$ cat src/rtl/multicycle_add_sub_nb_pkg.sv
// ----------------------------------------------------------------------------
// multicycle_add_sub_nb_pkg
//   Shared definitions for the chunked add/subtract unit:
//     - state_e      : FSM state encoding (IDLE / RUN / DONE)
//     - calc_nchunk  : number of chunks an operand is split into
//     - idx_width    : width of the chunk index register (at least 1 bit)
// ----------------------------------------------------------------------------
package multicycle_add_sub_nb_pkg;

    typedef enum logic [1:0] {
        ST_IDLE = 2'd0,
        ST_RUN  = 2'd1,
        ST_DONE = 2'd2
    } state_e;

    // Guarded against a zero chunk width so elaboration reaches the
    // explicit parameter check in the top level instead of dividing by zero.
    function automatic int calc_nchunk(input int adder_width, input int chunk_width);
        if (chunk_width < 1) begin
            return 1;
        end
        return adder_width / chunk_width;
    endfunction

    // A single-chunk configuration still needs a 1-bit index register.
    function automatic int idx_width(input int nchunk);
        if (nchunk <= 1) begin
            return 1;
        end
        return $clog2(nchunk);
    endfunction

endpackage

$ cat src/rtl/chunk_adder.sv
// ----------------------------------------------------------------------------
// chunk_adder
//   Combinational WIDTH-bit ripple adder built from full_adder cells.
//   Ports: a, b   - chunk operands
//          c_in   - carry into bit 0
//          sum    - chunk sum (modulo 2^WIDTH)
//          c_out  - carry out of the top bit
//          c_msb  - carry into the top bit (used for signed overflow)
// ----------------------------------------------------------------------------
module chunk_adder #(
    parameter int WIDTH = 8
) (
    input  logic [WIDTH-1:0] a,
    input  logic [WIDTH-1:0] b,
    input  logic             c_in,
    output logic [WIDTH-1:0] sum,
    output logic             c_out,
    output logic             c_msb
);

    // c[i] is the carry into bit i; c[WIDTH] is the carry out.
    logic [WIDTH:0] c;

    assign c[0] = c_in;

    for (genvar i = 0; i < WIDTH; i++) begin : g_bit
        full_adder u_fa (
            .a  (a[i]),
            .b  (b[i]),
            .ci (c[i]),
            .s  (sum[i]),
            .co (c[i+1])
        );
    end

    assign c_out = c[WIDTH];
    assign c_msb = c[WIDTH-1];

endmodule

$ cat src/rtl/full_adder.sv
// ----------------------------------------------------------------------------
// full_adder
//   One-bit full adder cell.
//   Ports: a, b  - addend bits
//          ci    - carry in
//          s     - sum bit
//          co    - carry out
// ----------------------------------------------------------------------------
module full_adder (
    input  logic a,
    input  logic b,
    input  logic ci,
    output logic s,
    output logic co
);

    assign s  = a ^ b ^ ci;
    assign co = (a & b) | (ci & (a ^ b));

endmodule

$ cat src/rtl/multicycle_add_sub_nb.sv
// ----------------------------------------------------------------------------
// multicycle_add_sub_nb
//   Sequential add/subtract unit. An ADDER_WIDTH-bit operation is processed
//   CHUNK_WIDTH bits per clock, LSB chunk first, with a registered carry
//   linking consecutive chunks.
//
//   Handshake: iStart is accepted in IDLE or DONE. oBusy is high for the
//   NCHUNK cycles in which chunks are processed; oDone pulses for one cycle
//   when oSum/oCarry/oOverflow are valid. Results hold until the next
//   accepted start clears them. iStart while busy is ignored.
//
//   Ports:
//     iClk, iRst      - clock (rising edge), synchronous active-high reset
//     iStart, iSub    - start request, 0 = add / 1 = subtract
//     iA, iB, iCarry  - operands and carry-in (carry-in ignored on subtract)
//     oSum            - result
//     oCarry          - carry out (subtract: 1 = no borrow)
//     oOverflow       - two's-complement overflow
//     oBusy, oDone    - status
//     oState          - current FSM state (state_e encoding), for debug
// ----------------------------------------------------------------------------
module multicycle_add_sub_nb
    import multicycle_add_sub_nb_pkg::*;
#(
    parameter int ADDER_WIDTH = 32,
    parameter int CHUNK_WIDTH = 8
) (
    input  logic                   iClk,
    input  logic                   iRst,
    input  logic                   iStart,
    input  logic                   iSub,
    input  logic [ADDER_WIDTH-1:0] iA,
    input  logic [ADDER_WIDTH-1:0] iB,
    input  logic                   iCarry,
    output logic [ADDER_WIDTH-1:0] oSum,
    output logic                   oCarry,
    output logic                   oOverflow,
    output logic                   oBusy,
    output logic                   oDone,
    output logic [1:0]             oState
);

    localparam int NCHUNK = calc_nchunk(ADDER_WIDTH, CHUNK_WIDTH);
    localparam int IDX_W  = idx_width(NCHUNK);
    localparam logic [IDX_W-1:0] LAST_IDX = IDX_W'(NCHUNK - 1);

    if (CHUNK_WIDTH < 1) begin : g_bad_chunk
        $error("multicycle_add_sub_nb: CHUNK_WIDTH must be at least 1");
    end else if ((ADDER_WIDTH % CHUNK_WIDTH) != 0) begin : g_bad_ratio
        $error("multicycle_add_sub_nb: ADDER_WIDTH must be a multiple of CHUNK_WIDTH");
    end

    // ------------------------------------------------------------------
    // State and datapath registers
    // ------------------------------------------------------------------
    state_e                 state_q,     state_d;
    logic [ADDER_WIDTH-1:0] a_q,         a_d;
    logic [ADDER_WIDTH-1:0] b_q,         b_d;     // holds ~B on subtract
    logic                   carry_q,     carry_d; // inter-chunk carry
    logic [IDX_W-1:0]       idx_q,       idx_d;
    logic [ADDER_WIDTH-1:0] sum_q,       sum_d;
    logic                   carry_out_q, carry_out_d;
    logic                   ovf_q,       ovf_d;
    logic                   busy_q,      busy_d;
    logic                   done_q,      done_d;

    // ------------------------------------------------------------------
    // Current chunk
    // ------------------------------------------------------------------
    logic [CHUNK_WIDTH-1:0] chunk_a;
    logic [CHUNK_WIDTH-1:0] chunk_b;
    logic [CHUNK_WIDTH-1:0] chunk_sum;
    logic                   chunk_cout;
    logic                   chunk_cmsb;

    assign chunk_a = a_q[idx_q * CHUNK_WIDTH +: CHUNK_WIDTH];
    assign chunk_b = b_q[idx_q * CHUNK_WIDTH +: CHUNK_WIDTH];

    chunk_adder #(
        .WIDTH (CHUNK_WIDTH)
    ) u_chunk_adder (
        .a     (chunk_a),
        .b     (chunk_b),
        .c_in  (carry_q),
        .sum   (chunk_sum),
        .c_out (chunk_cout),
        .c_msb (chunk_cmsb)
    );

    // ------------------------------------------------------------------
    // Next-state logic
    // ------------------------------------------------------------------
    always_comb begin
        state_d     = state_q;
        a_d         = a_q;
        b_d         = b_q;
        carry_d     = carry_q;
        idx_d       = idx_q;
        sum_d       = sum_q;
        carry_out_d = carry_out_q;
        ovf_d       = ovf_q;
        busy_d      = busy_q;
        done_d      = 1'b0;

        case (state_q)
            ST_IDLE, ST_DONE: begin
                if (iStart) begin
                    // Subtract is folded into the add path as A + ~B + 1.
                    a_d         = iA;
                    b_d         = iSub ? ~iB : iB;
                    carry_d     = iSub ? 1'b1 : iCarry;
                    idx_d       = '0;
                    sum_d       = '0;
                    carry_out_d = 1'b0;
                    ovf_d       = 1'b0;
                    busy_d      = 1'b1;
                    state_d     = ST_RUN;
                end else begin
                    state_d = ST_IDLE;
                end
            end

            ST_RUN: begin
                sum_d[idx_q * CHUNK_WIDTH +: CHUNK_WIDTH] = chunk_sum;
                carry_d = chunk_cout;
                if (idx_q == LAST_IDX) begin
                    // Top chunk: its carries into/out of bit CW-1 are the
                    // carries into/out of the operand MSB.
                    carry_out_d = chunk_cout;
                    ovf_d       = chunk_cmsb ^ chunk_cout;
                    idx_d       = '0;
                    busy_d      = 1'b0;
                    done_d      = 1'b1;
                    state_d     = ST_DONE;
                end else begin
                    idx_d = idx_q + 1'b1;
                end
            end

            default: begin
                state_d = ST_IDLE;
                busy_d  = 1'b0;
            end
        endcase
    end

    // ------------------------------------------------------------------
    // Registers
    // ------------------------------------------------------------------
    always_ff @(posedge iClk) begin
        if (iRst) begin
            state_q     <= ST_IDLE;
            a_q         <= '0;
            b_q         <= '0;
            carry_q     <= 1'b0;
            idx_q       <= '0;
            sum_q       <= '0;
            carry_out_q <= 1'b0;
            ovf_q       <= 1'b0;
            busy_q      <= 1'b0;
            done_q      <= 1'b0;
        end else begin
            state_q     <= state_d;
            a_q         <= a_d;
            b_q         <= b_d;
            carry_q     <= carry_d;
            idx_q       <= idx_d;
            sum_q       <= sum_d;
            carry_out_q <= carry_out_d;
            ovf_q       <= ovf_d;
            busy_q      <= busy_d;
            done_q      <= done_d;
        end
    end

    assign oSum      = sum_q;
    assign oCarry    = carry_out_q;
    assign oOverflow = ovf_q;
    assign oBusy     = busy_q;
    assign oDone     = done_q;
    assign oState    = state_q;

endmodule

$ cat config.mk
export PLATFORM = sky130hd
export DESIGN_NAME = multicycle_add_sub_nb
export DESIGN_NICKNAME = d
export VERILOG_FILES = /design/src/rtl/multicycle_add_sub_nb_pkg.sv /design/src/rtl/chunk_adder.sv /design/src/rtl/full_adder.sv /design/src/rtl/multicycle_add_sub_nb.sv
export SDC_FILE = /design/constraint.sdc
export NUM_CORES = 1
export LEC_CHECK = 0
export ABC_CLOCK_PERIOD_IN_PS = 6200
export CORE_UTILIZATION = 50
export CTS_CLUSTER_SIZE = 40
export DETAILED_ROUTE_END_ITERATION = 8
export PLACE_DENSITY = 0.8
export SYNTH_ARGS = -nofsm -noshare
export SYNTH_HDL_FRONTEND = slang
export SYNTH_SLANG_ARGS = --single-unit
export TNS_END_PERCENT = 5
$ cat constraint.sdc
create_clock -name iClk -period 6.2 [get_ports iClk]
set_clock_uncertainty 0.1 [all_clocks]
set_input_delay 1.24 -clock iClk [delete_from_list [all_inputs] [get_ports iClk]]
set_output_delay 1.24 -clock iClk [all_outputs]
set_load 0.005 [all_outputs]
==> results of run 1 <==
-- state kept, by name, summed over array words and instances (netlist names), 2 cells and up --
register  count
b_q          32
a_q          32
oState        2
idx_q         2
oSum         32
-- layer usage --
metal  GRT usage [%]  share of wire [%]
met4            9.53                2.6
met2            40.5                 52
met3            3.01                4.6
met5               0                  0
met1            27.4                 41
-- area by class of cell --
type	instances	area share, %
Timing Repair Buffer	111	18.5
Sequential cell	105	35.7
Clock buffer	12	2.29
Tap cell	108	2.29
Clock inverter	4	1.32
Multi-Input combinational cell	317	38.8
Inverter	18	1.15
-- logic make-up (layout without fill, tap and decap cells) --
group	Yosys count	in the layout	share of synthesized area (%)
buf+inv	54	145	5.48
xor+xnor	33	33	6.23
mux	16	16	7.77
fa+ha+maj	12	12	4.53
compound gates	107	107	16.0
flops	105	105	45.3
simple gates	149	149	14.7
-- placed cells by master (no fill, tap or decap), types with 2 or more instances in the layout --
cell | synthesis | routed
a21oi_1 | 44 | 44
dfxtp_1 | 105 | 105
a211oi_1 | 32 | 32
nor2_1 | 45 | 45
clkdlybuf4s50_1 | 0 | 104
buf_4 | 1 | 5
inv_1 | 18 | 18
a31oi_1 | 2 | 2
mux4_2 | 16 | 16
a211oi_4 | 2 | 2
fa_1 | 8 | 8
buf_2 | 26 | 2
nand2_1 | 68 | 68
a22o_1 | 24 | 24
clkinv_4 | 0 | 2
clkbuf_1 | 2 | 3
nand2b_1 | 2 | 2
nand4_1 | 2 | 2
or3_1 | 6 | 6
nand3_1 | 14 | 14
xnor2_1 | 33 | 33
nor2b_1 | 3 | 3
bufinv_16 | 0 | 2
clkbuf_8 | 0 | 9
ha_1 | 4 | 4
-- worst max-delay path: stages, from the launching register on --
cell and delay (ns):
dfxtp_1 0.77, mux4_2 0.35, inv_1 0.06, fa_1 0.40, fa_1 0.39, fa_1 0.39
fa_1 0.39, fa_1 0.37, inv_1 0.08, fa_1 0.16, inv_1 0.05, fa_1 0.40
inv_1 0.09, fa_1 0.42, nor2b_1 0.17, a22o_1 0.26
-- per-stage QoR --
stage                     power (W)  worst slack (ns)  cells  hold slack [ns]  utilization, %
after floorplan            0.000906              1.49    476            0.333               -
after global placement     0.000993              1.37    659            0.340            64.2
after detailed placement    0.00100              1.24    659            0.350            64.2
after CTS                   0.00144              1.23    675            0.363            66.6
after global routing        0.00150             0.918    675            0.380            66.6
final                       0.00143              1.23    675            0.360            66.6
-- worst max-delay path by stage --
stage / startpoint / to / slack, ns / cells after the start
3_3_place_gp: idx_q[0] / oSum[23] / 1.37 / 15
2_1_floorplan: idx_q[1] / oSum[23] / 1.49 / 17
6_report: idx_q[0] / oSum[15] / 1.23 / 15
5_1_grt: idx_q[0] / oSum[15] / 0.92 / 15
3_5_place_dp: idx_q[0] / oSum[15] / 1.24 / 15
4_1_cts: idx_q[0] / oSum[15] / 1.23 / 15
-- cell usage after synthesis, drive strengths merged (4+ instances only) --
master	number	area share [%]
buf	34	3.9
or3	6	0.81
mux4	16	7.8
a22o	24	4.5
inv	18	1.5
dfxtp	105	45
xnor2	33	6.2
nor2	45	3.6
nand2	68	5.5
nor2b	4	0.59
ha	4	1.1
fa	8	3.5
a211oi	34	6.0
nand3	14	1.5
a21oi	44	4.7
-- power by group through the flow --
stage          Sequential (W)  Combinational, W  Clock (W)
2_1_floorplan        0.000741          0.000165          0
3_3_place_gp         0.000750          0.000243          0
3_5_place_dp         0.000752          0.000248          0
4_1_cts              0.000736          0.000248   0.000455
5_1_grt              0.000742          0.000271   0.000489
6_report             0.000736          0.000248   0.000450
==> results.sh, run 1 <==
export IMPL_switchingPower_w=0.000369
export IMPL_drive_above_1_share_pct=7.58
export IMPL_synth_nets=557
export IMPL_pwr_density_cell_nw_per_um2=243
export IMPL_hold_buffers=0
export IMPL_core_area_um2=8850
export IMPL_seq_area_um2=2100
export IMPL_vdd_ir_drop_max_mv=0.110
export IMPL_crit_path_start_kind="flop"
export IMPL_die_h_um=98.3
export IMPL_cap_violations=0
export IMPL_start_util_pct=52.4
export IMPL_cts_resized=0
export IMPL_avgViaCountPerCell=5.43
export IMPL_clk_pin_slew_worst_paths_ns=0.09
export IMPL_max_slew_margin_rel_pct=36.0
export IMPL_drv_slew=0
export IMPL_gp_congestion=0.907
export IMPL_postCtsSetupBuffers=0
export IMPL_num_vias=3664
export IMPL_fp_dieW_um=98.3
export IMPL_clk_latency_ns=0.35
export IMPL_ys_types=35
export IMPL_swShare_pct=25.7
export IMPL_grt_max_degree=93
export IMPL_setup_viol_count_final=0
export IMPL_setup_tns_ns=0
export IMPL_ys_warn_count=0
export IMPL_routed_wl_mm=10.4
export IMPL_cts_root_buf="clkbuf_8"
export IMPL_stdcell_area_um2=5890
export IMPL_min_path_cells=2
export IMPL_grt_pass1_vias=3738
export IMPL_rows=34
export IMPL_synthArstFlopShare_pct=0
export IMPL_clock_power_share_pct=31.4
export IMPL_synth_edf_count=0
export IMPL_fillers=716
export IMPL_dieArea_um2=9670
export IMPL_diodes=0
export IMPL_areaGrowthSynthToFinish_pct=27.1
export IMPL_hold_end="a_q[28]"
export IMPL_drtAntennaViolNets=0
export IMPL_worstMarginPinSlew_ns=0.960
export IMPL_track_usage_pct=22.7
export IMPL_crit_required_ns=6.35
export IMPL_hold_class="reg -> reg"
export IMPL_reg2reg_to="oSum[15]"
export IMPL_ys_seq_area_share_pct=45.3
export IMPL_worstReg2RegStart="idx_q[0]"
export IMPL_cts_sinks=105
export IMPL_num_io_pins=107
export IMPL_reg2reg_depth=15
export IMPL_grt_pass1_wl_mm=17.5
export IMPL_r2r_slack_ns=1.23
export IMPL_p_int_w=0.00106
export IMPL_syn_inst=476
export IMPL_avgRoutedWirePerCell_um=15.3
export IMPL_numCtsBuffers=9
export IMPL_status="complete, but fails checks"
export IMPL_gr_total_overflow=0
export IMPL_syn_avg_cell_area_um2=9.74
export IMPL_crit_arrival_ns=5.12
export IMPL_fin_nets=643
export IMPL_violations="DRC"
export IMPL_htreeDepth=3
export IMPL_cts_buffer_depth=2
export IMPL_crit_fanout=14
export IMPL_cp_end_kind="flop"
export IMPL_finalHoldViolCount=0
export IMPL_fmax_ghz=0.201
export IMPL_antenna_found_initial=0
export IMPL_grt_setup_unrepaired="no"
export IMPL_leakagePower_nw=2.06
export IMPL_synthFlopType="dfxtp_1"
export IMPL_power_frac_seq_pct=51.3
export IMPL_hold_start="a_q[28]"
export IMPL_combPwrFrac_pct=17.3
export IMPL_critPathKind="reg -> reg"
export IMPL_drt_iter0_drc=149
export IMPL_place_area_um2=5680
export IMPL_synth_area_um2=4640
export IMPL_drt_pass1_iter_count=6
export IMPL_min_period_ns=4.97
export IMPL_min_period_over_period_pct=80.2
export IMPL_multi_input_area_um2=2290
export IMPL_port_buffers=106
export IMPL_cts_tree="yes"
export IMPL_ys_seq_elements=105
export IMPL_route_detailed_drc=8
export IMPL_dpl_hpwl_mm=7.74
(Power assumes the default switching activity.)
==> run 2, diff against run 1 <==
--- a/config.mk
+++ b/config.mk
@@ -5,11 +5,11 @@
 export SDC_FILE = /design/constraint.sdc
 export NUM_CORES = 1
 export LEC_CHECK = 0
-export ABC_CLOCK_PERIOD_IN_PS = 6200
-export CORE_UTILIZATION = 50
+export ABC_CLOCK_PERIOD_IN_PS = 4100
+export CORE_UTILIZATION = 45
 export CTS_CLUSTER_SIZE = 40
 export DETAILED_ROUTE_END_ITERATION = 8
-export PLACE_DENSITY = 0.8
+export PLACE_DENSITY = 0.76
 export SYNTH_ARGS = -nofsm -noshare
 export SYNTH_HDL_FRONTEND = slang
 export SYNTH_SLANG_ARGS = --single-unit
==> constraint.sdc (replaced) <==
create_clock -name iClk -period 4.1 [get_ports iClk]
set_clock_uncertainty 0.1 [all_clocks]
set_input_delay 0.82 -clock iClk [delete_from_list [all_inputs] [get_ports iClk]]
set_output_delay 0.82 -clock iClk [all_outputs]
set_load 0.005 [all_outputs]
==> run 2 against run 1 <==
Net effect: the run ends with setup timing left; core utilization decreased by 5.9 points; fmax increased by 18%; worst setup slack got worse by 1.3 ns; cell count increased by 4.1%; register-to-register slack got worse by 1.3 ns; clock power increased by 51%; critical path depth unchanged; flip-flop and latch count unchanged.
==> results.sh, run 2 (synthesis results as in run 1) <==
export IMPL_cts_buffer_depth=2
export IMPL_core_area_um2=9860
export IMPL_multi_input_area_um2=2310
export IMPL_setup_viol_count_final=4
export IMPL_timing_critical_path_buf_inv=4
export IMPL_critical_path_top_delay_family="adder cells"
export IMPL_leakagePower_nw=2.08
export IMPL_cp_end_kind="flop"
export IMPL_final_cells=703
export IMPL_cpMostUsedCell="fa_2"
export IMPL_cts_tree="yes"
export IMPL_slowest_delay_ns=0.42
export IMPL_max_slew_margin_rel_pct=34.0
export IMPL_drt_iter0_drc=136
export IMPL_drv_slew=0
export IMPL_fin_nets=646
export IMPL_grt_pass1_vias=3511
export IMPL_min_period_ns=4.20
export IMPL_drt_pass1_iter_count=4
export IMPL_status="complete, but fails checks"
export IMPL_dieArea_um2=10700
export IMPL_routed_wl_mm=10.1
export IMPL_start_util_pct=47.0
export IMPL_drive_above_1_share_pct=9.82
export IMPL_dp_cells=686
export IMPL_vdd_ir_drop_max_mv=0.159
export IMPL_avgRoutedWirePerCell_um=14.3
export IMPL_crit_start="idx_q[0]"
export IMPL_seq_area_um2=2110
export IMPL_final_setup_worst_slack_ns=-0.102
export IMPL_cap_violations=0
export IMPL_fmax_ghz=0.238
export IMPL_track_usage_pct=19.2
export IMPL_route_detailed_drc=0
export IMPL_gr_total_overflow=0
export IMPL_clk_latency_ns=0.36
export IMPL_numCtsBuffers=9
export IMPL_diodes=0
export IMPL_finalHoldViolCount=0
export IMPL_critPathKind="reg -> reg"
export IMPL_hold_start="a_q[10]"
export IMPL_crit_required_ns=4.26
export IMPL_fp_dieW_um=104
export IMPL_port_buffers=106
export IMPL_crit_fanout=4
export IMPL_grt_setup_unrepaired="yes"
export IMPL_clk_pin_slew_worst_paths_ns=0.09
export IMPL_htreeDepth=3
export IMPL_crit_path_start_kind="flop"
export IMPL_min_period_over_period_pct=102
export IMPL_grt_max_degree=93
export IMPL_die_h_um=104
export IMPL_r2r_slack_ns=-0.10
export IMPL_avgViaCountPerCell=5.15
export IMPL_reg2reg_depth=15
export IMPL_hold_class="reg -> reg"
export IMPL_min_path_cells=2
export IMPL_cp_slowest_cell="fa_1"
export IMPL_pwr_density_cell_nw_per_um2=365
export IMPL_antenna_found_initial=0
export IMPL_cp_cell_sequence="mux4_2 > inv_1 > fa_2 > fa_2 > fa_2 > fa_2 > fa_2 > inv_2 > fa_1 > inv_1 > fa_2 > inv_2 > fa_1 > nor2b_4 > a22o_1"
export IMPL_holdWs_ns=0.362
export IMPL_num_vias=3620
export IMPL_drtAntennaViolNets=0
export IMPL_cts_root_buf="clkbuf_8"
export IMPL_final_cell_mix="dfxtp_1, clkdlybuf4s50_1, nand2_1"
export IMPL_grt_pass1_wl_mm=16.6
export IMPL_gp_congestion=0.837
export IMPL_crit_arrival_ns=4.36
export IMPL_final_util_pct=60.7
export IMPL_worstMarginPinSlew_ns=0.990
export IMPL_dpl_hpwl_mm=7.49
export IMPL_areaGrowthSynthToFinish_pct=29.1
export IMPL_cts_sinks=105
export IMPL_worstReg2RegStart="idx_q[0]"
export IMPL_finalPower_w=0.00218
export IMPL_violations="setup timing"
export IMPL_num_io_pins=107
export IMPL_rows=36
export IMPL_fillers=816
export IMPL_hold_end="a_q[10]"
export IMPL_reg2reg_to="oSum[23]"
## run 2: cell count changes in the layout (fill, tap and decap cells not counted)
cell / change
dfxtp_1: -1
clkinv_4: -2
buf_4: +3
clkinvlp_4: +1
inv_1: -2
nor2b_4: +1
buf_12: +1
fa_2: +6
inv_2: +2
buf_2: -1
nor2b_1: -1
fa_1: -6
inv_6: +1
dfxtp_4: +1
## run 2: area by class of cell
type / instances / share of cell area [%]
sequential: 105 / 35.2
clock buffer: 12 / 2.26
inverter: 18 / 1.13
tap: 133 / 2.78
timing repair buffer: 114 / 18.8
multi-input combinational: 317 / 38.6
clock inverter: 4 / 1.27
## run 2: metal layers
layer	GRT usage (%)	part of all wire [%]	up-vias
met5	0	0	-
met4	7.56	1.9	0
met3	3.84	4.5	14
met2	33.1	49	98
met1	23.5	44	1685
li1	-	-	1823
## run 2: worst register-to-register path: stages (launching register included)
cell and delay [ns]:
dfxtp_4 0.37, mux4_2 0.32, inv_1 0.05, fa_2 0.36
fa_2 0.34, fa_2 0.34, fa_2 0.34, fa_2 0.35
inv_2 0.06, fa_1 0.15, inv_1 0.06, fa_2 0.35
inv_2 0.07, fa_1 0.42, nor2b_4 0.16, a22o_1 0.25
## run 2: how the worst max path moves through the flow
stage	end	cells past startpoint	slack, ns
floorplan	oSum[23]	16	-0.13
global placement	oSum[23]	15	-0.08
detailed placement	oSum[23]	15	-0.12
CTS	oSum[23]	15	-0.11
global route	oSum[23]	15	-0.29
finish	oSum[23]	15	-0.10
## run 2: power breakdown
part,internal (W),switching [W]
Combinational,0.000199,0.000196
Sequential,0.00108,0.0000315
Clock,0.000347,0.000334
Total,0.00162,0.000562
## run 2: through the flow
stage | setup TNS [ns] | instance area, um2 | setup slack (ns)
after global placement | -0.218 | 5770 | -0.0848
after floorplan | -0.364 | 4690 | -0.134
final | -0.246 | 5990 | -0.102
after global routing | -0.989 | 5990 | -0.287
after CTS | -0.291 | 5980 | -0.112
after detailed placement | -0.324 | 5770 | -0.120
## run 2: repair_timing
item	CTS	global route
hold buffers	0	0
setup endpoints to repair	3	5
gates cloned	0	0
buffers inserted	0	1
gates resized for setup	3	0
pin swaps	0	4
